--- config.mk ---
export PLATFORM = sky130hd
export DESIGN_NAME = pwm_cmp_sched
export DESIGN_NICKNAME = d
export VERILOG_FILES = /design/src/rtl/pwm_cmp_sched.sv
export SDC_FILE = /design/constraint.sdc
export NUM_CORES = 1
export LEC_CHECK = 0
export ABC_AREA = 1
export BUFFER_PORTS_ARGS = -buffer_cell sky130_fd_sc_hd__buf_4
export CORE_ASPECT_RATIO = 1.2
export CORE_MARGIN = 2
export CORE_UTILIZATION = 55
export CTS_CLUSTER_DIAMETER = 60
export DETAILED_ROUTE_END_ITERATION = 6
export GPL_ROUTABILITY_DRIVEN = 0
export PLACE_DENSITY = 0.76
export SYNTH_ARGS = -nofsm -noshare
export SYNTH_HDL_FRONTEND = slang
export SYNTH_SLANG_ARGS = --single-unit
--- constraint.sdc ---
create_clock -name clk_USB -period 1.7 [get_ports clk_USB]
set_input_delay 0.255 -clock clk_USB [delete_from_list [all_inputs] [get_ports clk_USB]]
set_output_delay 0.255 -clock clk_USB [all_outputs]
set_load 0.1 [all_outputs]
--- src/rtl/pwm_cmp_sched.sv ---
// Compare-value scheduler between the I2C register port and the two PWM cores.
// Optional macro PWM_UPD_TIMEOUT_EN adds a per-channel watchdog that forces a stalled update.
module pwm_cmp_sched #(
    parameter int               CMP_W   = 18,
    parameter logic [CMP_W-1:0] CMP_MAX = 18'h3FFFF,
    parameter int               TMO_CYC = 65535
) (
    input  logic             clk_USB,
    input  logic             rstn,
    input  logic             reg_wr,
    input  logic             reg_rd,
    input  logic [7:0]       reg_addr,
    input  logic [7:0]       reg_wdata,
    output logic [7:0]       reg_rdata,
    input  logic [1:0]       per_end,
    output logic [CMP_W-1:0] cmp0,
    output logic [CMP_W-1:0] cmp1,
    output logic [1:0]       upd_done,
    output logic             alert_n
);

    typedef enum logic [1:0] {IDLE, PEND, LOAD} state_t;

    state_t           state     [2];
    state_t           state_nxt [2];
    logic [CMP_W-1:0] stage     [2];
    logic [CMP_W-1:0] active    [2];
    logic [CMP_W:0]   headroom  [2];
    logic [2:0]       byte_wr   [2];

    logic [1:0] pending;
    logic [1:0] busy;
    logic [1:0] commit_wr;
    logic [1:0] load_go;
    logic [1:0] over_max;
    logic [1:0] clamp_set;
    logic [1:0] reject_set;
    logic [1:0] tmo_hit;
    logic [1:0] done_st;
    logic [1:0] clamp_st;
    logic       reject_st;
    logic       tmo_st;
    logic       status_clr;
    logic [7:0] rd_mux;

    // Register decode; a borrow out of CMP_MAX - staged flags a value above the clamp.
    always_comb begin
        for (int n = 0; n < 2; n++) begin
            commit_wr[n] = reg_wr && (reg_addr == 8'h03) && reg_wdata[n];
            for (int b = 0; b < 3; b++) begin
                byte_wr[n][b] = reg_wr && (reg_addr == 8'(4 * n + b));
            end
            reject_set[n] = (|byte_wr[n]) && busy[n];
            load_go[n]    = (state[n] == PEND) && (per_end[n] || tmo_hit[n]);
            headroom[n]   = {1'b0, CMP_MAX} - {1'b0, stage[n]};
            over_max[n]   = headroom[n][CMP_W];
            clamp_set[n]  = load_go[n] && over_max[n];
        end
        status_clr = reg_rd && (reg_addr == 8'h07);
    end

`ifdef PWM_UPD_TIMEOUT_EN
    localparam int TMO_W = $clog2(TMO_CYC + 1);

    logic [TMO_W-1:0] tmo_cnt [2];

    always_ff @(posedge clk_USB or negedge rstn) begin
        if (!rstn) begin
            for (int n = 0; n < 2; n++) tmo_cnt[n] <= '0;
        end else begin
            for (int n = 0; n < 2; n++) begin
                tmo_cnt[n] <= ((state[n] == PEND) && !load_go[n]) ? tmo_cnt[n] + 1'b1 : '0;
            end
        end
    end

    always_comb begin
        for (int n = 0; n < 2; n++) begin
            tmo_hit[n] = (state[n] == PEND) && !per_end[n]
                         && (tmo_cnt[n] == TMO_W'(TMO_CYC - 1));
        end
    end
`else
    logic unused_tmo;
    assign unused_tmo = (TMO_CYC != 0);
    assign tmo_hit    = 2'b00;
`endif

    always_ff @(posedge clk_USB or negedge rstn) begin
        if (!rstn) begin
            for (int n = 0; n < 2; n++) state[n] <= IDLE;
        end else begin
            for (int n = 0; n < 2; n++) state[n] <= state_nxt[n];
        end
    end

    // A per_end arriving with the commit write is seen while still IDLE, so it is skipped.
    always_comb begin
        for (int n = 0; n < 2; n++) begin
            state_nxt[n] = state[n];
            case (state[n])
                IDLE:    if (commit_wr[n]) state_nxt[n] = PEND;
                PEND:    if (load_go[n])   state_nxt[n] = LOAD;
                LOAD:    state_nxt[n] = IDLE;
                default: state_nxt[n] = IDLE;
            endcase
        end
    end

    always_comb begin
        for (int n = 0; n < 2; n++) begin
            pending[n]  = (state[n] == PEND);
            busy[n]     = (state[n] != IDLE);
            upd_done[n] = (state[n] == LOAD);
        end
    end

    always_ff @(posedge clk_USB or negedge rstn) begin
        if (!rstn) begin
            for (int n = 0; n < 2; n++) stage[n] <= '0;
        end else begin
            for (int n = 0; n < 2; n++) begin
                if (!busy[n]) begin
                    if (byte_wr[n][0]) stage[n][7:0]   <= reg_wdata;
                    if (byte_wr[n][1]) stage[n][15:8]  <= reg_wdata;
                    if (byte_wr[n][2]) stage[n][17:16] <= reg_wdata[1:0];
                end
            end
        end
    end

    // Active compare is written on the per_end edge so it is visible in the LOAD cycle.
    always_ff @(posedge clk_USB or negedge rstn) begin
        if (!rstn) begin
            for (int n = 0; n < 2; n++) active[n] <= '0;
        end else begin
            for (int n = 0; n < 2; n++) begin
                if (load_go[n]) active[n] <= over_max[n] ? CMP_MAX : stage[n];
            end
        end
    end

    // Sticky set events take priority over a status-read clear in the same cycle.
    always_ff @(posedge clk_USB or negedge rstn) begin
        if (!rstn) begin
            done_st   <= 2'b00;
            clamp_st  <= 2'b00;
            reject_st <= 1'b0;
            tmo_st    <= 1'b0;
        end else begin
            done_st   <= (status_clr ? 2'b00 : done_st) | load_go;
            clamp_st  <= (status_clr ? 2'b00 : clamp_st) | clamp_set;
            reject_st <= (!status_clr && reject_st) || (|reject_set);
            tmo_st    <= (!status_clr && tmo_st) || (|tmo_hit);
        end
    end

    always_comb begin
        rd_mux = 8'h00;
        case (reg_addr)
            8'h00:   rd_mux = stage[0][7:0];
            8'h01:   rd_mux = stage[0][15:8];
            8'h02:   rd_mux = {6'b0, stage[0][17:16]};
            8'h04:   rd_mux = stage[1][7:0];
            8'h05:   rd_mux = stage[1][15:8];
            8'h06:   rd_mux = {6'b0, stage[1][17:16]};
            8'h07:   rd_mux = {tmo_st, reject_st, clamp_st, done_st, pending};
            default: rd_mux = 8'h00;
        endcase
    end

    always_ff @(posedge clk_USB or negedge rstn) begin
        if (!rstn) begin
            reg_rdata <= 8'h00;
        end else if (reg_rd) begin
            reg_rdata <= rd_mux;
        end
    end

    assign cmp0    = active[0];
    assign cmp1    = active[1];
    assign alert_n = ~((|done_st) | (|clamp_st) | reject_st | tmo_st);

endmodule

## Word-level counts from Yosys, hierarchy flattened

Cells that the tools add are included.

| cells by class | value |
|---|---|
| mux-type cells | 11 |
| bitwise gates (word level) | 8 |
| reduce and logical (&&, ||, !) cells | 38 |
| equality and inequality tests | 15 |
| add/subtract/negate cells | 2 |

Operators by type and width:

| cell | count |
|---|---|
| $pmux W8 S7 | 1 |
| $sub A18 B18 Y19 const A | 2 |
| $mux W18 | 2 |
| $eq A8 B3 Y1 const B | 4 |
| $logic_and A1 B1 Y1 | 18 |
| $eq A8 B2 Y1 const B | 2 |
| $reduce_and A2 Y1 | 8 |
| $mux W2 | 6 |
| $eq A8 B1 Y1 const B | 1 |
| $logic_not A8 Y1 | 1 |
| $pmux W2 S2 | 2 |
| $reduce_or A2 Y1 | 3 |
| $reduce_or A3 Y1 | 2 |
| $eq A2 B1 Y1 const B | 2 |
| $eq A2 B2 Y1 const B | 2 |
| $logic_not A2 Y1 | 2 |
| $ne A2 B1 Y1 const B | 2 |
| $ne A2 B2 Y1 const B | 2 |
| $or A2 B2 Y2 | 2 |
| $reduce_bool A2 Y1 | 2 |
| $not A1 Y1 | 3 |
| $or A1 B1 Y1 | 3 |
| $logic_not A1 Y1 | 1 |
| $logic_or A1 B1 Y1 | 1 |

| storage, ports and cells | value |
|---|---|
| output and inout bits | 47 |
| word-level logic and storage cells | 89 |
| register bits | 90 |
| input port bits | 22 |

## Longest topological paths before layout

Gate-level depths: netlist (run 1).

| depth | value |
|---|---|
| word-level depth | 6 |
| mapped depth | 10 |
| gate-level depth less buffers | 9 |

## Worst setup path after synthesis (run 1)

OpenSTA, ideal clock, no wires.

| path | value |
|---|---|
| kind | register -> output |
| start | register reject_st |
| end | output alert_n |
| stages on the path, launching flop included | 2 |
| data required time | 1.445 ns |
| arrival time | 3.328 ns |
| buffers on the path | 0 |
| setup slack | -1.883 ns |
| cell sequence | dfrtp_1 > nor4_1 |

| on the way | value |
|---|---|
| word-level cells in the longest chain between the ends | 3 |

Ends and longest elaborated chain:

| element | line | RTL |
|---|---|---|
| from (decl) | 41 | `logic reject_st;` |
| from (signal assigned) | 153 | `reject_st <= (!status_clr && reject_st) \|\| (\|reject_set);` |
| $or A1 B1 Y1 (2 in series) | 182 | `assign alert_n = ~((\|done_st) \| (\|clamp_st) \| reject_st \| tmo_st);` |
| $not A1 Y1 | 182 |  |
| to (decl) | 19 | `output logic alert_n` |

Every way passes these cells.

## Worst setup path after layout (run 1)

| path | value |
|---|---|
| start | register done_st[0] |
| end | output alert_n |

| on the way | value |
|---|---|
| word-level cells in the longest chain between the ends | 5 |

Ends and longest elaborated chain:

| element | line | RTL |
|---|---|---|
| from (decl) | 39 | `logic [1:0] done_st;` |
| from (signal assigned) | 151 | `done_st <= (status_clr ? 2'b00 : done_st) \| load_go;` |
| $reduce_or A2 Y1 | 182 |  |
| $or A1 B1 Y1 (3 in series) | 182 |  |
| $not A1 Y1 | 182 |  |

Every way passes these cells.

==> results of run 1 <==
## critical path, delay by kind of cell, from the launching register on
family | cells | cell delay, ns
DFF | 1 | 0.43
and+or+nand+nor | 1 | 0.32
buffers and inverters | 1 | 0.27
## final timing paths
kind	cells after the start	endpoint	from	slack [ns]
setup / recovery	2	alert_n	done_st[0]$_DFF_PN0_	0.07
hold / removal	2	state[0]$_DFFE_PN0P_	per_end[1]	0.09
setup reg to reg	6	cmp0[8]$_DFFE_PN0P_	state[2]$_DFFE_PN0P_	0.14
hold reg to reg	2	cmp0[1]$_DFFE_PN0P_	cmp0[1]$_DFFE_PN0P_	0.48
max in group asynchronous	3	stage[29]$_DFFE_PN0P_	rstn	0.84
min in group asynchronous	2	cmp1[5]$_DFFE_PN0P_	rstn	0.36
## kinds of logic after synthesis
logic type | count (synthesis) | share of synthesized area (%)
simple gates | 245 | 28.22
buf+inv | 47 | 5.477
flops | 88 | 56.70
compound gates | 66 | 9.601
## where the power goes
group	leakage (nW)	switching, W	internal (W)	total (W)
clock network	0.0834	0.000704	0.000568	0.00127
logic	1.21	0.000210	0.0000976	0.000307
registers	1.22	0.0000459	0.00214	0.00218
total	2.51	0.000960	0.00280	0.00376
## timing repair
item,CTS,global route
endpoints found under the setup margin,0,1
hold endpoints to repair,26,0
hold buffers,1,0
resized for setup,0,1
## flip-flops by register name, summed over array words and instances, names as in the netlist
name	count
cmp0	18
done_st	2
tmo_st	1
state	4
reg_rdata	8
reject_st	1
cmp1	18
stage	36
## final cells by class
class / instances / area [um2] / area share, %
Multi-Input combinational cell: 311 / 1489 / 31.80
Clock inverter: 3 / 17.52 / 0.3741
Clock buffer: 13 / 148.9 / 3.180
Sequential cell: 88 / 2202 / 47.03
Timing Repair Buffer: 74 / 586.8 / 12.53
Inverter: 33 / 128.9 / 2.753
Tap cell: 87 / 108.9 / 2.325
## per-stage QoR
stage | setup TNS [ns] | power [W] | setup WS, ns | hold WS, ns
floorplan | -0.06413 | 0.002372 | -0.06413 | -0.04059
global placement | 0 | 0.002518 | 0.2106 | 0.2075
detailed placement | 0 | 0.002527 | 0.1670 | 0.2161
CTS | 0 | 0.003761 | 0.02849 | 0.08912
global route | 0 | 0.003892 | 0.01919 | 0.09598
finish | 0 | 0.003764 | 0.06844 | 0.08894
## cell usage in the layout, fill, tap and decap left out, drive strengths merged
cell type and instances:
dlygate4sd3 1, clkbuf 13, nand3 33, o211ai 1, o21ai 60, nand4 2
o21bai 1, o32ai 2, clkinvlp 1, dfrtp 88, a21oi 2, nand2 182
clkinv 2, nor2 26, nor4 1, nor3 1, buf 73, inv 33
## per-layer routing
layer / up-vias / wire, um / GRT usage, %
met2: 147 / 4274 / 39.38
li1: 1571 / - / -
met5: - / 0 / 0
met1: 1536 / 4164 / 38.55
met4: 0 / 232 / 11.44
met3: 21 / 643 / 3.096
==> impl_metrics.env, run 1 <==
export IMPL_vias_per_cell=5.378
export IMPL_antenna_found_initial=0
export IMPL_async_reset_ff_share_pct=100.0
export IMPL_post_cts_setup_buffers=0
export IMPL_fin_util_pct=68.31
export IMPL_synth_top_cell_area_share_pct=56.70
export IMPL_cp_max_fo=3
export IMPL_period_share_pct=95.97
export IMPL_synthTopCellsByArea="dfrtp_1 (57%), nand2_1 (17%), nand3_1 (4.1%), o21ai_1 (3.9%), inv_1 (2.9%)"
export IMPL_p_per_area_nw_per_um2=804.0
export IMPL_finalHoldViolCount=0
export IMPL_yosysWarnings=0
export IMPL_end_kind="output port"
export IMPL_final_nets=539
export IMPL_detail_route_iter0_violations=457
export IMPL_cts_num_sinks=88
export IMPL_dp_cells=592
export IMPL_avgSynthCellArea_um2=8.708
export IMPL_cpPeakStageDelay_ns=0.43
export IMPL_vdd_ir_drop_max_mv=0.4815
export IMPL_max_freq_mhz=612.9
export IMPL_fin_cells=609
export IMPL_tightest_slew_ns=0.4291
export IMPL_synthCells=446
export IMPL_hold_class="in2reg"
export IMPL_row_count=33
export IMPL_drive_above_1_share_pct=22.80
export IMPL_yosysSeqAreaShare_pct=56.70
export IMPL_postLayoutCellArea_um2=4682
export IMPL_synth_nets=468
export IMPL_vias=3275
export IMPL_ant_nets=0
export IMPL_fillers=567
export IMPL_dieArea_um2=7752
export IMPL_start_util_pct=56.66
export IMPL_yosys_most_used_dff="dfrtp_1"
export IMPL_synth_most_common_cell="nand2_1"
export IMPL_cts_path_max_buffers=2
export IMPL_yosysUniqueCellTypes=28
export IMPL_core_um2=6854
export IMPL_grt_ovfl_total=0
export IMPL_clock_latency_ns=0.36
export IMPL_cts_tree="built"
export IMPL_grt_max_degree=32
export IMPL_slew_headroom_pct=71.36
export IMPL_chipHeight_um=96.05
export IMPL_cp_start_kind="flop"
export IMPL_io_pin_count=69
export IMPL_worstPathArrival_ns=1.38
export IMPL_skew_ns=0.004601
export IMPL_setup_viol=0
export IMPL_totalWireLength_um=9314
export IMPL_grtUsageTotal_pct=26.16
export IMPL_yosysTopAreaCell="dfrtp_1"
export IMPL_antenna_cells=0
export IMPL_grt_pass1_vias=3007
export IMPL_path_cells="nor4_4, buf_6"
export IMPL_status="complete, no violations"
export IMPL_rsz0062_at_grt="no"
export IMPL_ys_ff_latch=88
export IMPL_grt_pass1_wl_um=15060
export IMPL_dieWidth_um=80.71
export IMPL_numCtsBuffers=9
export IMPL_dpl_cell_area_um2=4502
export IMPL_cp_slowest_cell="dfrtp_1"
export IMPL_area_growth_pct=20.55
export IMPL_drt_pass1_iterations=6
export IMPL_synth_common_cells="nand2_1 (173), dfrtp_1 (88), nand3_1 (32), inv_1 (30), o21ai_1 (30)"
export IMPL_crit_required_ns=1.44
export IMPL_drc=0
export IMPL_synth_edf_count=0
export IMPL_wl_per_cell_um=15.29
export IMPL_dpl_hpwl_um=6881
export IMPL_crit_type="reg2out"
export IMPL_clk_pin_slew_ns=0.08
export IMPL_htree_levels=3
export IMPL_cap_viol_max_count=0
export IMPL_cts_root_buffer="clkbuf_8"
export IMPL_slew_violations=0
export IMPL_leakage_nw=2.510
export IMPL_post_route_min_period_ns=1.632
export IMPL_synth_area_um2=3884
export IMPL_port_buffers=68
(Power assumes the default switching activity.)
==> run 2: changes to the inputs <==
ABC_AREA = default   (was 1)
CORE_UTILIZATION = 40   (was 55)
PLACE_DENSITY = 0.58   (was 0.76)
==> impl_metrics.env, run 2 <==
export IMPL_async_reset_ff_share_pct=100.0
export IMPL_row_count=38
export IMPL_htree_levels=3
export IMPL_totalWireLength_um=8750
export IMPL_r2r_start="state[2]$_DFFE_PN0P_"
export IMPL_fin_cells=519
export IMPL_area_growth_pct=28.50
export IMPL_synth_edf_count=0
export IMPL_yosysSeqAreaShare_pct=58.45
export IMPL_vias=2663
export IMPL_core_um2=9081
export IMPL_p_per_area_nw_per_um2=833.0
export IMPL_grt_pass1_wl_um=13990
export IMPL_numCtsBuffers=9
export IMPL_crit_required_ns=1.44
export IMPL_tightest_slew_ns=0.5141
export IMPL_vias_per_cell=5.131
export IMPL_avgSynthCellArea_um2=12.56
export IMPL_slew_headroom_pct=65.41
export IMPL_cts_root_buffer="clkbuf_8"
export IMPL_start_util_pct=41.49
export IMPL_drc=0
export IMPL_cp_start_kind="flop"
export IMPL_synth_common_cells="dfrtp_1 (88), mux2_2 (57), nand2_1 (56), a21oi_1 (8), clkbuf_1 (8)"
export IMPL_port_buffers=68
export IMPL_reg2reg_depth=4
export IMPL_dp_cells=503
export IMPL_wl_per_cell_um=16.86
export IMPL_cp_max_fo=3
export IMPL_synth_top_cell_area_share_pct=58.45
export IMPL_grt_max_degree=43
export IMPL_worstSetupStartpoint="reject_st$_DFF_PN0_"
export IMPL_final_nets=417
export IMPL_cts_tree="built"
export IMPL_setup_viol=0
export IMPL_finalHoldViolCount=0
export IMPL_antenna_cells=0
export IMPL_chipHeight_um=110.3
export IMPL_top_register="stage"
export IMPL_synth_nets=322
export IMPL_r2r_slack_ns=0.07
export IMPL_layout_commonest_cell="buf_4"
export IMPL_status="complete, no violations"
export IMPL_ys_ff_latch=88
export IMPL_largest_reg_flops=36
export IMPL_grtUsageTotal_pct=18.28
export IMPL_rsz0062_at_grt="yes"
export IMPL_yosys_most_used_dff="dfrtp_1"
export IMPL_crit_type="reg2out"
export IMPL_dieWidth_um=92.59
export IMPL_antenna_found_initial=0
export IMPL_worstPathArrival_ns=1.40
export IMPL_ant_nets=0
export IMPL_clk_pin_slew_ns=0.09
export IMPL_cap_viol_max_count=0
export IMPL_drive_above_1_share_pct=45.36
export IMPL_io_pin_count=69
export IMPL_synth_most_common_cell="dfrtp_1"
export IMPL_grt_pass1_vias=2668
export IMPL_synthTopCellsByArea="dfrtp_1 (58%), mux2_2 (17%), nand2_1 (5.6%), nor3_4 (1.3%), mux4_2 (1.2%)"
export IMPL_dieArea_um2=10210
export IMPL_dpl_hpwl_um=6538
export IMPL_dpl_cell_area_um2=4619
export IMPL_yosysUniqueCellTypes=40
export IMPL_critPathCapture="alert_n"
export IMPL_cts_path_max_buffers=2
export IMPL_fin_util_pct=53.31
export IMPL_whs_ns=0.1547
export IMPL_fin_tns_setup_ns=0
export IMPL_final_cell_mix="buf_4 (94), dfrtp_1 (88), nand2_1 (56), mux2_2 (56), clkbuf_8 (9)"
export IMPL_cts_num_sinks=88
export IMPL_max_freq_mhz=605.1
export IMPL_worstReg2RegEnd="stage[25]$_DFFE_PN0P_"
export IMPL_skew_ns=0.01054
export IMPL_synth_area_um2=3767
export IMPL_fillers=821
export IMPL_hold_class="in2reg"
export IMPL_post_route_min_period_ns=1.653
export IMPL_postLayoutCellArea_um2=4841
export IMPL_drt_pass1_iterations=4
export IMPL_grt_ovfl_total=0
export IMPL_period_share_pct=97.22
export IMPL_vdd_ir_drop_max_mv=0.5172
export IMPL_clock_latency_ns=0.36
export IMPL_detail_route_iter0_violations=76
export IMPL_yosysTopAreaCell="dfrtp_1"
export IMPL_end_kind="output port"
export IMPL_slew_violations=0
export IMPL_leakage_nw=2.489
export IMPL_yosysWarnings=0
export IMPL_synthCells=300
[run 2: cell types whose count changed after synthesis, sizes merged, moves of 6 or more]
cell / previous run / this run
nor2: 26 / 6
nand3: 33 / 6
nand2: 182 / 56
mux2: 0 / 58
inv: 33 / 6
a21oi: 2 / 8
o21ai: 60 / 4
[run 2: worst max-delay path, stage by stage (launching register included)]
cell     delay, ns
dfrtp_1       0.43
nor4_4        0.29
buf_4         0.33
[run 2: kinds of logic (layout without fill, tap and decap cells)]
group	Yosys count	after routing	share of synthesized area (%)
and+or+nand+nor	96	96	13.72
DFF	88	88	58.45
muxes	64	64	19.59
AOI/OAI and AO/OA	33	33	6.278
buffers and inverters	19	118	1.959
[run 2: final cells by class]
cell class | count | area [um2] | share of cell area, %
Sequential cell | 88 | 2202 | 45.49
Multi-Input combinational cell | 193 | 1525 | 31.51
Timing Repair Buffer | 96 | 735.7 | 15.20
Tap cell | 120 | 150.1 | 3.102
Clock buffer | 11 | 131.4 | 2.714
Clock inverter | 4 | 70.07 | 1.447
Inverter | 7 | 26.28 | 0.5428
[run 2: worst min path at each step]
| stage | start | to | cells after the start |
|---|---|---|---|
| floorplan | rstn | cmp0[0]$_DFFE_PN0P_ | 0 |
| global placement | rstn | cmp1[14]$_DFFE_PN0P_ | 1 |
| detailed placement | rstn | cmp1[14]$_DFFE_PN0P_ | 1 |
| CTS | per_end[1] | state[0]$_DFFE_PN0P_ | 3 |
| global route | per_end[1] | state[0]$_DFFE_PN0P_ | 3 |
| finish | per_end[1] | state[0]$_DFFE_PN0P_ | 3 |
[run 2: repair_timing]
| action | 4_1_cts | 5_1_grt |
|---|---|---|
| buffers inserted | 0 | 0 |
| hold buffers | 1 | 0 |
| hold endpoints to repair | 25 | 0 |
| cloned | 0 | 0 |
| endpoints found under the setup margin | 8 | 1 |
| resized for setup | 1 | 1 |
[run 2: per-stage QoR]
stage | worst slack (ns) | total power, W
2_1_floorplan | -0.06019 | 0.002397
3_3_place_gp | -0.05807 | 0.002571
3_5_place_dp | -0.05127 | 0.002576
4_1_cts | 0.02321 | 0.004087
5_1_grt | -0.001227 | 0.004222
6_report | 0.04724 | 0.004033
[run 2: layer usage]
| layer | vias to the layer above | GRT usage, % | wire length, um |
|---|---|---|---|
| met5 | - | 0 | 0 |
| li1 | 1258 | - | - |
| met1 | 1316 | 23.22 | 3854 |
| met4 | 0 | 7.889 | 154 |
| met3 | 13 | 2.991 | 315 |
| met2 | 76 | 31.13 | 4426 |
[run 2: report_power, final]
part	switching, W	internal, W	total, W	leakage, nW
Sequential	0.0000426	0.00214	0.00218	1.22
Clock	0.000684	0.000816	0.00150	0.103
Combinational	0.000214	0.000135	0.000349	1.16
Total	0.000941	0.00309	0.00403	2.49
==> run 3: changes to the inputs <==
CTS_BUF_LIST = sky130_fd_sc_hd__clkbuf_4 sky130_fd_sc_hd__clkbuf_8   (was default)
==> impl_metrics.env, run 3 (same netlist as run 2, synthesis figures left out) <==
export IMPL_ant_nets=0
export IMPL_area_growth_pct=28.69
export IMPL_slew_headroom_pct=65.41
export IMPL_post_cts_setup_buffers=0
export IMPL_cap_viol_max_count=0
export IMPL_vdd_ir_drop_max_mv=0.5177
export IMPL_max_freq_mhz=604.9
export IMPL_skew_ns=0.01041
export IMPL_leakage_nw=2.496
export IMPL_numCtsBuffers=9
export IMPL_drc=0
export IMPL_grt_max_degree=43
export IMPL_chipHeight_um=110.3
export IMPL_wl_per_cell_um=16.90
export IMPL_dpl_cell_area_um2=4619
export IMPL_post_route_min_period_ns=1.653
export IMPL_grt_ovfl_total=0
export IMPL_critPathBufInv=1
export IMPL_cp_max_fo=3
export IMPL_postLayoutCellArea_um2=4848
export IMPL_final_nets=417
export IMPL_dieArea_um2=10210
export IMPL_end_kind="output port"
export IMPL_grt_pass1_vias=2668
export IMPL_slew_violations=0
export IMPL_largest_reg_flops=36
export IMPL_hold_class="in2reg"
export IMPL_clock_latency_ns=0.36
export IMPL_cp_start_kind="flop"
export IMPL_vias=2647
export IMPL_port_buffers=68
export IMPL_htree_levels=3
export IMPL_cts_num_sinks=88
export IMPL_critPathTopFamily="flip-flops"
export IMPL_whs_ns=0.1561
export IMPL_setup_viol=0
export IMPL_drive_above_1_share_pct=45.86
export IMPL_r2r_slack_ns=0.07
export IMPL_cpPeakStageDelay_ns=0.43
export IMPL_tightest_slew_ns=0.5141
export IMPL_grtUsageTotal_pct=18.28
export IMPL_vias_per_cell=5.100
export IMPL_dieWidth_um=92.59
export IMPL_finalHoldViolCount=0
export IMPL_status="complete, no violations"
export IMPL_worstPathArrival_ns=1.40
export IMPL_crit_required_ns=1.44
export IMPL_grt_pass1_wl_um=13990
export IMPL_cp_slowest_cell="dfrtp_1"
export IMPL_period_share_pct=97.24
export IMPL_top_register="stage"
export IMPL_detail_route_iter0_violations=81
export IMPL_start_util_pct=41.49
export IMPL_row_count=38
export IMPL_layout_commonest_cell="buf_4"
export IMPL_crit_type="reg2out"
export IMPL_drt_pass1_iterations=6
export IMPL_core_um2=9081
export IMPL_io_pin_count=69
export IMPL_totalWireLength_um=8770
export IMPL_cts_path_max_buffers=2
export IMPL_antenna_found_initial=0
export IMPL_p_per_area_nw_per_um2=838.1
export IMPL_cts_root_buffer="clkbuf_8"
export IMPL_cts_tree="built"
export IMPL_path_cells="nor4_4, buf_4"
export IMPL_dpl_hpwl_um=6538
export IMPL_antenna_cells=0
export IMPL_clk_pin_slew_ns=0.09
export IMPL_rsz0062_at_grt="yes"
export IMPL_final_cell_mix="buf_4 (94), dfrtp_1 (88), nand2_1 (56), mux2_2 (56), clkbuf_8 (9)"
-- run 3: per-stage QoR --
step                      cells  setup slack (ns)  power, W  utilization [%]   TNS (ns)
after floorplan             300          -0.06019  0.002397                -    -0.3685
after global placement      503          -0.05807  0.002571            50.87    -0.3644
after detailed placement    503          -0.05127  0.002576            50.87    -0.6028
after CTS                   519           0.02321  0.004116            53.33          0
after global routing        519         -0.001887  0.004254            53.39  -0.002912
final                       519           0.04691  0.004064            53.39          0
-- run 3: cell type report --
cell class / count / area (um2)
clock inverter: 4 / 70.07
timing repair buffer: 96 / 735.7
multi-input combinational: 193 / 1525
tap: 120 / 150.1
inverter: 7 / 26.28
sequential: 88 / 2202
fill: 820 / 4233
clock buffer: 11 / 138.9
-- run 3: worst min-delay path: stages --
cell	delay [ns]
buf_4	0.08
nand2b_1	0.09
a21oi_1	0.05
-- run 3: routing by layer --
layer	share of wire, %	track usage, %	vias up
li1	-	-	1257
met2	51	31.13	68
met1	44	23.22	1311
met4	1.6	7.889	0
met5	0	0	-
met3	3.4	2.991	11
-- run 3: path summary, 6_finish.rpt --
| check | from | endpoint | cells past startpoint |
|---|---|---|---|
| setup reg to reg | state[2]$_DFFE_PN0P_ | stage[25]$_DFFE_PN0P_ | 4 |
| hold / removal | per_end[1] | state[0]$_DFFE_PN0P_ | 3 |
| hold reg to reg | state[1]$_DFFE_PN0P_ | state[0]$_DFFE_PN0P_ | 1 |
| setup / recovery | reject_st$_DFF_PN0_ | alert_n | 2 |
| max in group asynchronous | rstn | stage[30]$_DFFE_PN0P_ | 3 |
| min in group asynchronous | rstn | cmp1[14]$_DFFE_PN0P_ | 2 |
-- run 3: timing repair --
| action | CTS | global route |
|---|---|---|
| hold buffers | 1 | 0 |
| gates resized for setup | 1 | 1 |
| hold endpoints to repair | 25 | 0 |
| pin swaps | 0 | 0 |
| endpoints found under the setup margin | 7 | 1 |
-- run 3: where the power goes --
group	leakage, nW	internal [W]	switching [W]
Clock	0.110	0.000848	0.000683
Combinational	1.16	0.000135	0.000214
Sequential	1.22	0.00214	0.0000426
Total	2.50	0.00312	0.000940
